## config.mk

```make
export PLATFORM = sky130hd
export DESIGN_NAME = cmem_fill
export DESIGN_NICKNAME = d
export VERILOG_FILES = /design/src/rtl/cmem_fill_pkg.sv /design/src/rtl/cmem_fill.sv
export SDC_FILE = /design/constraint.sdc
export NUM_CORES = 1
export LEC_CHECK = 0
export CORE_AREA = 2 2 189 191
export DETAILED_ROUTE_END_ITERATION = 12
export DIE_AREA = 0 0 191 193
export GPL_ROUTABILITY_DRIVEN = 0
export PLACE_DENSITY = 0.72
export SLEW_MARGIN = 20
export SYNTH_ARGS = -nofsm -noshare
export SYNTH_HDL_FRONTEND = slang
export SYNTH_SLANG_ARGS = --single-unit
```

## constraint.sdc

```tcl
create_clock -name clk -period 14.7 [get_ports clk]
set_input_delay 1.47 -clock clk [delete_from_list [all_inputs] [get_ports clk]]
set_output_delay 1.47 -clock clk [all_outputs]
set_load 0.03 [all_outputs]
```

## src/rtl/cmem_fill_pkg.sv

```systemverilog
// rtl/cmem_fill_pkg.sv - shared configuration for the cache line fill engine
// Holds the default line geometry, the memory address width and the
// fill FSM state encoding used by cmem_fill.
package cmem_fill_pkg;

  localparam int CMEM_LINE_DEF    = 256;  // line width in bits
  localparam int CMEM_BLK_LEN_DEF = 59;   // line block address width
  localparam int BEAT_W_DEF       = 64;   // memory beat width in bits
  localparam int MEM_ADDR_W       = 64;   // byte address width on the memory side

  typedef enum logic [2:0] {
    S_IDLE  = 3'd0,
    S_REQ   = 3'd1,
    S_BEAT  = 3'd2,
    S_DONE  = 3'd3,
    S_DRAIN = 3'd4
  } fill_state_t;

endpackage

```

## src/rtl/cmem_fill.sv

```systemverilog
// rtl/cmem_fill.sv - cache line fill engine assembling a line from memory beats
// Ports:
//   clk, rst            clock; asynchronous active-high reset
//   b_addr_c, b_rd_c    line block address and fill request level from cache
//   b_rdata_c, b_dv_c   assembled line and its one-cycle valid strobe
//   m_addr, m_req/m_gnt burst byte address and request handshake
//   m_rdata, m_rvalid,  beat data (beat 0 first), beat valid, beat error
//   m_rerr
//   fill_err            sticky error, cleared when the next request is accepted
//   fill_cnt            number of completed fills (wrapping)
module cmem_fill
  import cmem_fill_pkg::*;
#(
  parameter int CMEM_LINE    = CMEM_LINE_DEF,
  parameter int CMEM_BLK_LEN = CMEM_BLK_LEN_DEF,
  parameter int BEAT_W       = BEAT_W_DEF
) (
  input  logic                    clk,
  input  logic                    rst,
  input  logic [CMEM_BLK_LEN-1:0] b_addr_c,
  input  logic                    b_rd_c,
  output logic [CMEM_LINE-1:0]    b_rdata_c,
  output logic                    b_dv_c,
  output logic [MEM_ADDR_W-1:0]   m_addr,
  output logic                    m_req,
  input  logic                    m_gnt,
  input  logic [BEAT_W-1:0]       m_rdata,
  input  logic                    m_rvalid,
  input  logic                    m_rerr,
  output logic                    fill_err,
  output logic [31:0]             fill_cnt
);

  localparam int BEATS  = CMEM_LINE / BEAT_W;
  localparam int CNT_W  = (BEATS > 1) ? $clog2(BEATS) : 1;
  localparam int OFF_W  = $clog2(CMEM_LINE / 8);
  localparam int FULL_W = CMEM_BLK_LEN + OFF_W;
  localparam logic [CNT_W-1:0] LAST_BEAT = CNT_W'(BEATS - 1);

  fill_state_t               state_q, state_d;
  logic [CMEM_BLK_LEN-1:0]   addr_q;
  logic [CNT_W-1:0]          cnt_q;
  logic [CMEM_LINE-1:0]      line_q;
  logic                      err_q;
  logic                      drop_q;   // cache withdrew its request while we waited for grant
  logic [31:0]               fill_cnt_q;
  logic                      beat_en;
  logic [FULL_W-1:0]         addr_full;

  assign addr_full = {addr_q, {OFF_W{1'b0}}};
  assign m_addr    = MEM_ADDR_W'(addr_full);
  assign b_rdata_c = line_q;
  assign fill_err  = err_q;
  assign fill_cnt  = fill_cnt_q;

  // Beats are only meaningful once the burst has been granted.
  assign beat_en = m_rvalid && ((state_q == S_BEAT) || (state_q == S_DRAIN));

  always_comb begin
    state_d = state_q;
    m_req   = 1'b0;
    b_dv_c  = 1'b0;
    case (state_q)
      S_IDLE: begin
        if (b_rd_c) state_d = S_REQ;
      end
      S_REQ: begin
        // The request is never withdrawn; a dropped fill is drained after grant.
        m_req = 1'b1;
        if (m_gnt) state_d = (drop_q || !b_rd_c) ? S_DRAIN : S_BEAT;
      end
      S_BEAT: begin
        if (m_rvalid && (cnt_q == LAST_BEAT)) state_d = b_rd_c ? S_DONE : S_IDLE;
        else if (!b_rd_c)                     state_d = S_DRAIN;
      end
      S_DONE: begin
        b_dv_c  = 1'b1;
        state_d = S_IDLE;
      end
      S_DRAIN: begin
        if (m_rvalid && (cnt_q == LAST_BEAT)) state_d = S_IDLE;
      end
      default: state_d = S_IDLE;
    endcase
  end

  always_ff @(posedge clk or posedge rst) begin
    if (rst) begin
      state_q    <= S_IDLE;
      addr_q     <= '0;
      cnt_q      <= '0;
      line_q     <= '0;
      err_q      <= 1'b0;
      drop_q     <= 1'b0;
      fill_cnt_q <= '0;
    end else begin
      state_q <= state_d;
      if ((state_q == S_IDLE) && b_rd_c) begin
        addr_q <= b_addr_c;
        cnt_q  <= '0;
        err_q  <= 1'b0;
        drop_q <= 1'b0;
      end
      if ((state_q == S_REQ) && !b_rd_c) drop_q <= 1'b1;
      if (beat_en) begin
        cnt_q <= cnt_q + CNT_W'(1);
        if (m_rerr) err_q <= 1'b1;
        // Drained beats are discarded so the previous line stays visible.
        if (state_q == S_BEAT) line_q[BEAT_W*cnt_q +: BEAT_W] <= m_rdata;
      end
      if (state_q == S_DONE) fill_cnt_q <= fill_cnt_q + 32'd1;
    end
  end

endmodule

```

==> results_dict.tcl, run 1 <==
set metrics [dict create \
    fin_ws_ns 10.85 \
    ys_async_sr_fraction_pct 100 \
    synth-edff-count 0 \
    worst_pin_slew_ns 1.00 \
    cpMaxStageDelayCell "clkdlybuf4s50_1" \
    ctsResizeCount 0 \
    synthXorXnorAreaFrac_pct 2.00 \
    path_cells "or3b_2 > inv_1 > clkdlybuf4s50_1" \
    start_util_pct 40.0 \
    ctsHoldBuffers 0 \
    wl_per_cell_um 19.0 \
    p_clk_share_pct 32.7 \
    holdCritPathClass "reg -> reg" \
    critPathLaunchType "register" \
    hold_viol 0 \
    slowest_delay_ns 0.74 \
    yosys-top-cells-area "dfrtp_1 (63%), nand2_1 (16%), o21ai_1 (4.6%)" \
    placed_cell_area_um2 19100 \
    clk_pin_slew_ns 0.06 \
    cts_tree "yes" \
    crit_path_start "state_q[1]$_DFFE_PP0P_" \
    vias 11852 \
    yosys.area.top_type "dfrtp_1" \
    path_buf_inv 2 \
    ir_worst_vdd_v 0.000119 \
    cp_max_fo 10 \
    die-width_um 191 \
    status "finished, final reports clean" \
    placed_cells 2282 \
    arrival_ns 2.38 \
    min_period_ns 3.85 \
    synthAdderAreaFrac_pct 0.536 \
    seq_power_share_pct 39.9 \
    synthSimpleGateAreaFrac_pct 21.2 \
    clock-root-buffer "clkbuf_16" \
    synth-seq-cells 354 \
    min_period_over_period_pct 26.2 \
    pre_cts_ws_ns 10.91 \
    timing.setup.tns_ns 0 \
    comb_power_share_pct 27.4 \
    cpLargestDelayFamily "buffers and inverters" \
    die_y_um 193 \
    yosysMostFrequentCell "nand2_1" \
    crit_type "reg -> out" \
    fmax_ghz 0.260 \
    first_iter_violations 797 \
    port_buffers 478 \
    grt_pass1_vias 11774 \
    drive_gt1_share_pct 5.34 \
    max_cap_violations 0 \
    layout.nets 1997 \
    fin_total_pwr_mw 2.94 \
    synthTopCellsByCount "nand2_1 (580), dfrtp_1 (354), o21ai_1 (128), nand3_1 (72), a22o_1 (66)" \
    pin_count 484 \
    multi_input_area_um2 4710 \
    swShare_pct 32.6 \
    grt_usage_pct 24.0 \
    design_area_um2 20400 \
    drt-vias-per-instance 5.04 \
    dpl.hpwl_um 30600 \
    synth_compound_area_share_pct 9.12 \
    drc 0 \
    cts_buffer_depth 3 \
    synthMuxAreaShare_pct 0.232 \
    synth_top_family_by_area "simple AND/OR/NAND/NOR gates" \
    synth_cell_types 41 \
    clock_latency_ns 0.53 \
    min-delay-start "b_rdata_c[197]$_DFFE_PP0P_" \
    fillerInstances 3006 \
    cts_buffers 39 \
    setup_viol 0 \
    relSlewSlack_pct 33.1 \
    cts_setup_buffers 0 \
    rsz0062_at_grt "no" \
    synth_top_cell_area_share_pct 63.3 \
    yosysWarnings 0 \
    final_antenna_net_count 0 \
    netlist_area_um2 14000 \
    regArea_um2 8860 \
    area_delta_synth_final_pct 45.5 \
    grt_max_degree 164 \
    rr_startpoint "cnt_q[0]$_DFFE_PP0P_" \
    synthCells 1424 \
    first_pass_iters 7 \
    synth.avg_cell_area_um2 9.83 \
    core.rowCount 69 \
    cp-end-kind "output pin" \
    power_density_nw_per_um2 144 \
    fin_skew_ns 0.0226 \
    wl_um 44700 \
    p_int_mw 1.98 \
    gr-total-overflow 0 \
    drv_slew 0 \
    synth_seq_area_share_pct 63.3 \
    p_leak_nw 9.17 \
    cts_sinks 354 \
    antenna_found_initial 1 \
    die-area_um2 36900 \
    ys.flop_type "dfrtp_1" \
    cp_data_required_time_ns 13.23 \
    htree_levels 2 \
    grt_pass1_wl_um 68800 \
    core_um2 35000 \
    final_cells 2352 \
    netSwitchingPower_mw 0.958 \
]
state kept, by name, summed over array words and instances (netlist names):
register	cells
fill_err	1
cnt_q	2
fill_cnt	32
addr_q	59
drop_q	1
b_rdata_c	256
state_q	3
cells by family after synthesis:
logic type      count (synthesis)
xor+xnor                       32
mux                             3
compound gates                204
buf+inv                       111
other cells                     1
simple gates                  713
flops                         354
fa+ha+maj                       6
power by group through the flow:
stage | logic, mW | clock network [mW] | registers, mW
finish | 0.805 | 0.960 | 1.17
CTS | 0.812 | 0.975 | 1.17
detailed placement | 0.809 | 0 | 1.19
floorplan | 0.223 | 0 | 1.40
global placement | 0.799 | 0 | 1.18
global route | 0.860 | 1.03 | 1.19
tightest hold or removal path, delay by kind of cell, from the launching register on:
kind / cells / cell delay [ns]
flip-flops: 1 / 0.34
AND/OR/NAND/NOR: 2 / 0.10
routing by layer:
metal | track usage, % | routed length [um]
met2 | 38.3 | 20800
met1 | 30.9 | 18000
met3 | 6.06 | 3690
met4 | 11.5 | 2240
met5 | 0 | 13
stage by stage:
step / utilization, % / hold slack (ns)
5_1_grt: 58.3 / 0.488
2_1_floorplan: - / 0.517
3_5_place_dp: 54.6 / 0.454
6_report: 58.3 / 0.463
4_1_cts: 58.2 / 0.468
3_3_place_gp: 54.6 / 0.449
path summary, 6_finish.rpt:
path / to / slack (ns) / depth (start not counted)
worst max-delay path: m_req / 10.85 / 3
worst min-delay path: b_rdata_c[197]$_DFFE_PP0P_ / 0.46 / 2
worst max register to register: b_rdata_c[203]$_DFFE_PP0P_ / 11.94 / 7
worst min register to register: b_rdata_c[197]$_DFFE_PP0P_ / 0.46 / 2
max in group asynchronous: b_rdata_c[13]$_DFFE_PP0P_ / 11.70 / 3
min in group asynchronous: b_rdata_c[26]$_DFFE_PP0P_ / 1.47 / 2
cell usage in the layout (no fill, tap or decap), types with 3 or more instances in the layout:
master	synthesis	final
dfrtp_1	354	354
clkbuf_16	0	40
clkbuf_1	63	8
nor2_1	12	11
buf_4	5	11
a22o_1	66	66
clkbuf_8	0	6
clkinv_2	0	8
and3_1	3	3
nand2_1	580	575
nand2_4	0	3
inv_1	12	11
xor2_1	20	20
nor3_1	10	8
ha_1	6	6
o21ai_0	4	4
nand4_1	9	9
nand3_1	72	72
nor3_2	2	3
clkdlybuf4s50_1	0	478
o21ai_1	128	128
conb_1	1	5
nor4_2	6	6
xnor2_1	12	12
and4_1	4	4
area by class of cell:
cell class                      instances  area share [%]
Tap cell                              461            2.83
Timing Repair Buffer                  492            24.1
Clock buffer                           54            5.47
Multi-Input combinational cell        963            23.1
Sequential cell                       354            43.5
Clock inverter                         15           0.731
Antenna cell                            1          0.0123
Inverter                               12           0.258
Note: power is estimated with default switching activity, not from simulation.
==> run 2, diff against run 1 <==
Clock period 14.7 ns to 4.05 ns, I/O delays scaled along.
==> run 2 against run 1 <==
Sequential cell count unchanged. Routed wire length increased by 0.52%. Core utilization increased by 0.43 points. Register-to-register slack got worse by 10 ns. Worst hold slack got worse by 0.068 ns. Largest power group unchanged. Critical path type unchanged. Sequential power increased to 3.6 times the previous value. Combinational power increased to 3.6 times the previous value. Critical endpoint unchanged.
==> results_dict.tcl, run 2 (synthesis gave the netlist of run 1 again) <==
set metrics [dict create \
    ir_worst_vdd_v 0.000528 \
    die-area_um2 36900 \
    holdCritPathClass "in -> async" \
    clock_latency_ns 0.55 \
    reg2reg_depth 7 \
    path_cells "or3b_2 > inv_1 > clkdlybuf4s50_1" \
    arrival_ns 2.35 \
    first_pass_iters 4 \
    p_leak_nw 9.24 \
    relSlewSlack_pct 39.5 \
    rsz0062_at_grt "no" \
    first_iter_violations 716 \
    fin_ws_ns 1.29 \
    drv_slew 0 \
    core_um2 35000 \
    cts_buffers 39 \
    pre_cts_ws_ns 1.37 \
    final_antenna_net_count 0 \
    crit_path_start "state_q[1]$_DFFE_PP0P_" \
    wl_per_cell_um 19.0 \
    clk_pin_slew_ns 0.06 \
    pin_count 484 \
    core.rowCount 69 \
    worst_pin_slew_ns 0.907 \
    gr-total-overflow 0 \
    area_delta_synth_final_pct 46.6 \
    min_period_over_period_pct 68.0 \
    die_y_um 193 \
    rrSetupSlack_ns 1.48 \
    cts_tree "yes" \
    cts_buffer_depth 3 \
    cp-end-kind "output pin" \
    slowest_delay_ns 0.70 \
    ctsHoldBuffers 0 \
    vias 11862 \
    cts_sinks 354 \
    drc 0 \
    final_common_cell "nand2_1" \
    ctsResizeCount 0 \
    mostFrequentLayoutCells "nand2_1 (575), clkdlybuf4s50_1 (478), dfrtp_1 (354)" \
    clock-root-buffer "clkbuf_16" \
    die-width_um 191 \
    setup_viol 0 \
    final_cells 2366 \
    power_density_nw_per_um2 524 \
    hold_slack_ns 0.395 \
    cp_max_fo 10 \
    cp_data_required_time_ns 3.64 \
    fmax_ghz 0.363 \
    crit_type "reg -> out" \
    dpl.hpwl_um 31000 \
    grt_pass1_wl_um 69000 \
    min_period_ns 2.76 \
    cts_setup_buffers 0 \
    rr_startpoint "cnt_q[0]$_DFFE_PP0P_" \
    timing.setup.tns_ns 0 \
    start_util_pct 40.0 \
    layout.nets 2006 \
    drt-vias-per-instance 5.01 \
    fillerInstances 2954 \
    htree_levels 2 \
    rr_endpoint "b_rdata_c[227]$_DFFE_PP0P_" \
    largest_reg_flops 256 \
    wl_um 44900 \
    critPathLaunchType "register" \
    max_cap_violations 0 \
    grt_usage_pct 24.1 \
    antenna_found_initial 3 \
    hold_viol 0 \
    cpMaxStageDelayCell "clkdlybuf4s50_1" \
    fin_skew_ns 0.0184 \
    design_area_um2 20500 \
    grt_pass1_vias 11653 \
    port_buffers 478 \
    placed_cell_area_um2 19200 \
    grt_max_degree 93 \
    placed_cells 2291 \
    status "finished, final reports clean" \
    drive_gt1_share_pct 5.89 \
]
==> run 2: layout make-up <==
| cell class | instances | area [um^2] | share of cell area [%] |
|---|---|---|---|
| clock inverter | 14 | 141 | 0.689 |
| multi-input combinational | 963 | 4700 | 22.9 |
| antenna | 3 | 7.51 | 0.0366 |
| sequential | 354 | 8860 | 43.2 |
| clock buffer | 58 | 1170 | 5.69 |
| inverter | 12 | 48.8 | 0.238 |
| timing repair buffer | 501 | 5020 | 24.5 |
| tap | 461 | 577 | 2.81 |
==> run 2: worst max-delay path: cells and delay by family, from the launching register on <==
kind,cells,cell delay [ns]
buffers and inverters,2,0.80
AND/OR/NAND/NOR,1,0.53
flip-flops,1,0.48
==> run 2: how the worst max path moves through the flow <==
stage,end,slack (ns),cells past startpoint
after floorplan,addr_q[0]$_DFFE_PP0P_,-1.10,1
after global placement,b_rdata_c[156]$_DFFE_PP0P_,1.43,5
after detailed placement,b_rdata_c[150]$_DFFE_PP0P_,1.37,6
after CTS,m_req,1.27,3
after global routing,m_req,1.21,3
final,m_req,1.29,3
==> run 2: power breakdown <==
group          internal [mW]  switching, mW
Combinational           1.15           1.78
Sequential              3.98          0.268
Clock                   2.14           1.45
==> run 2: layer usage <==
layer	vias up	GRT usage, %	routed length, um
met3	87	5.63	3370
met2	456	40.0	21800
met5	-	0	0
met4	0	9.57	1640
met1	5762	30.7	18100
li1	5557	-	-
==> run 2: per-stage QoR <==
stage / total power, mW / util (%)
after floorplan: 5.90 / -
final: 10.8 / 58.7
after global routing: 11.2 / 58.7
after global placement: 7.20 / 54.9
after CTS: 10.9 / 58.7
after detailed placement: 7.25 / 54.9
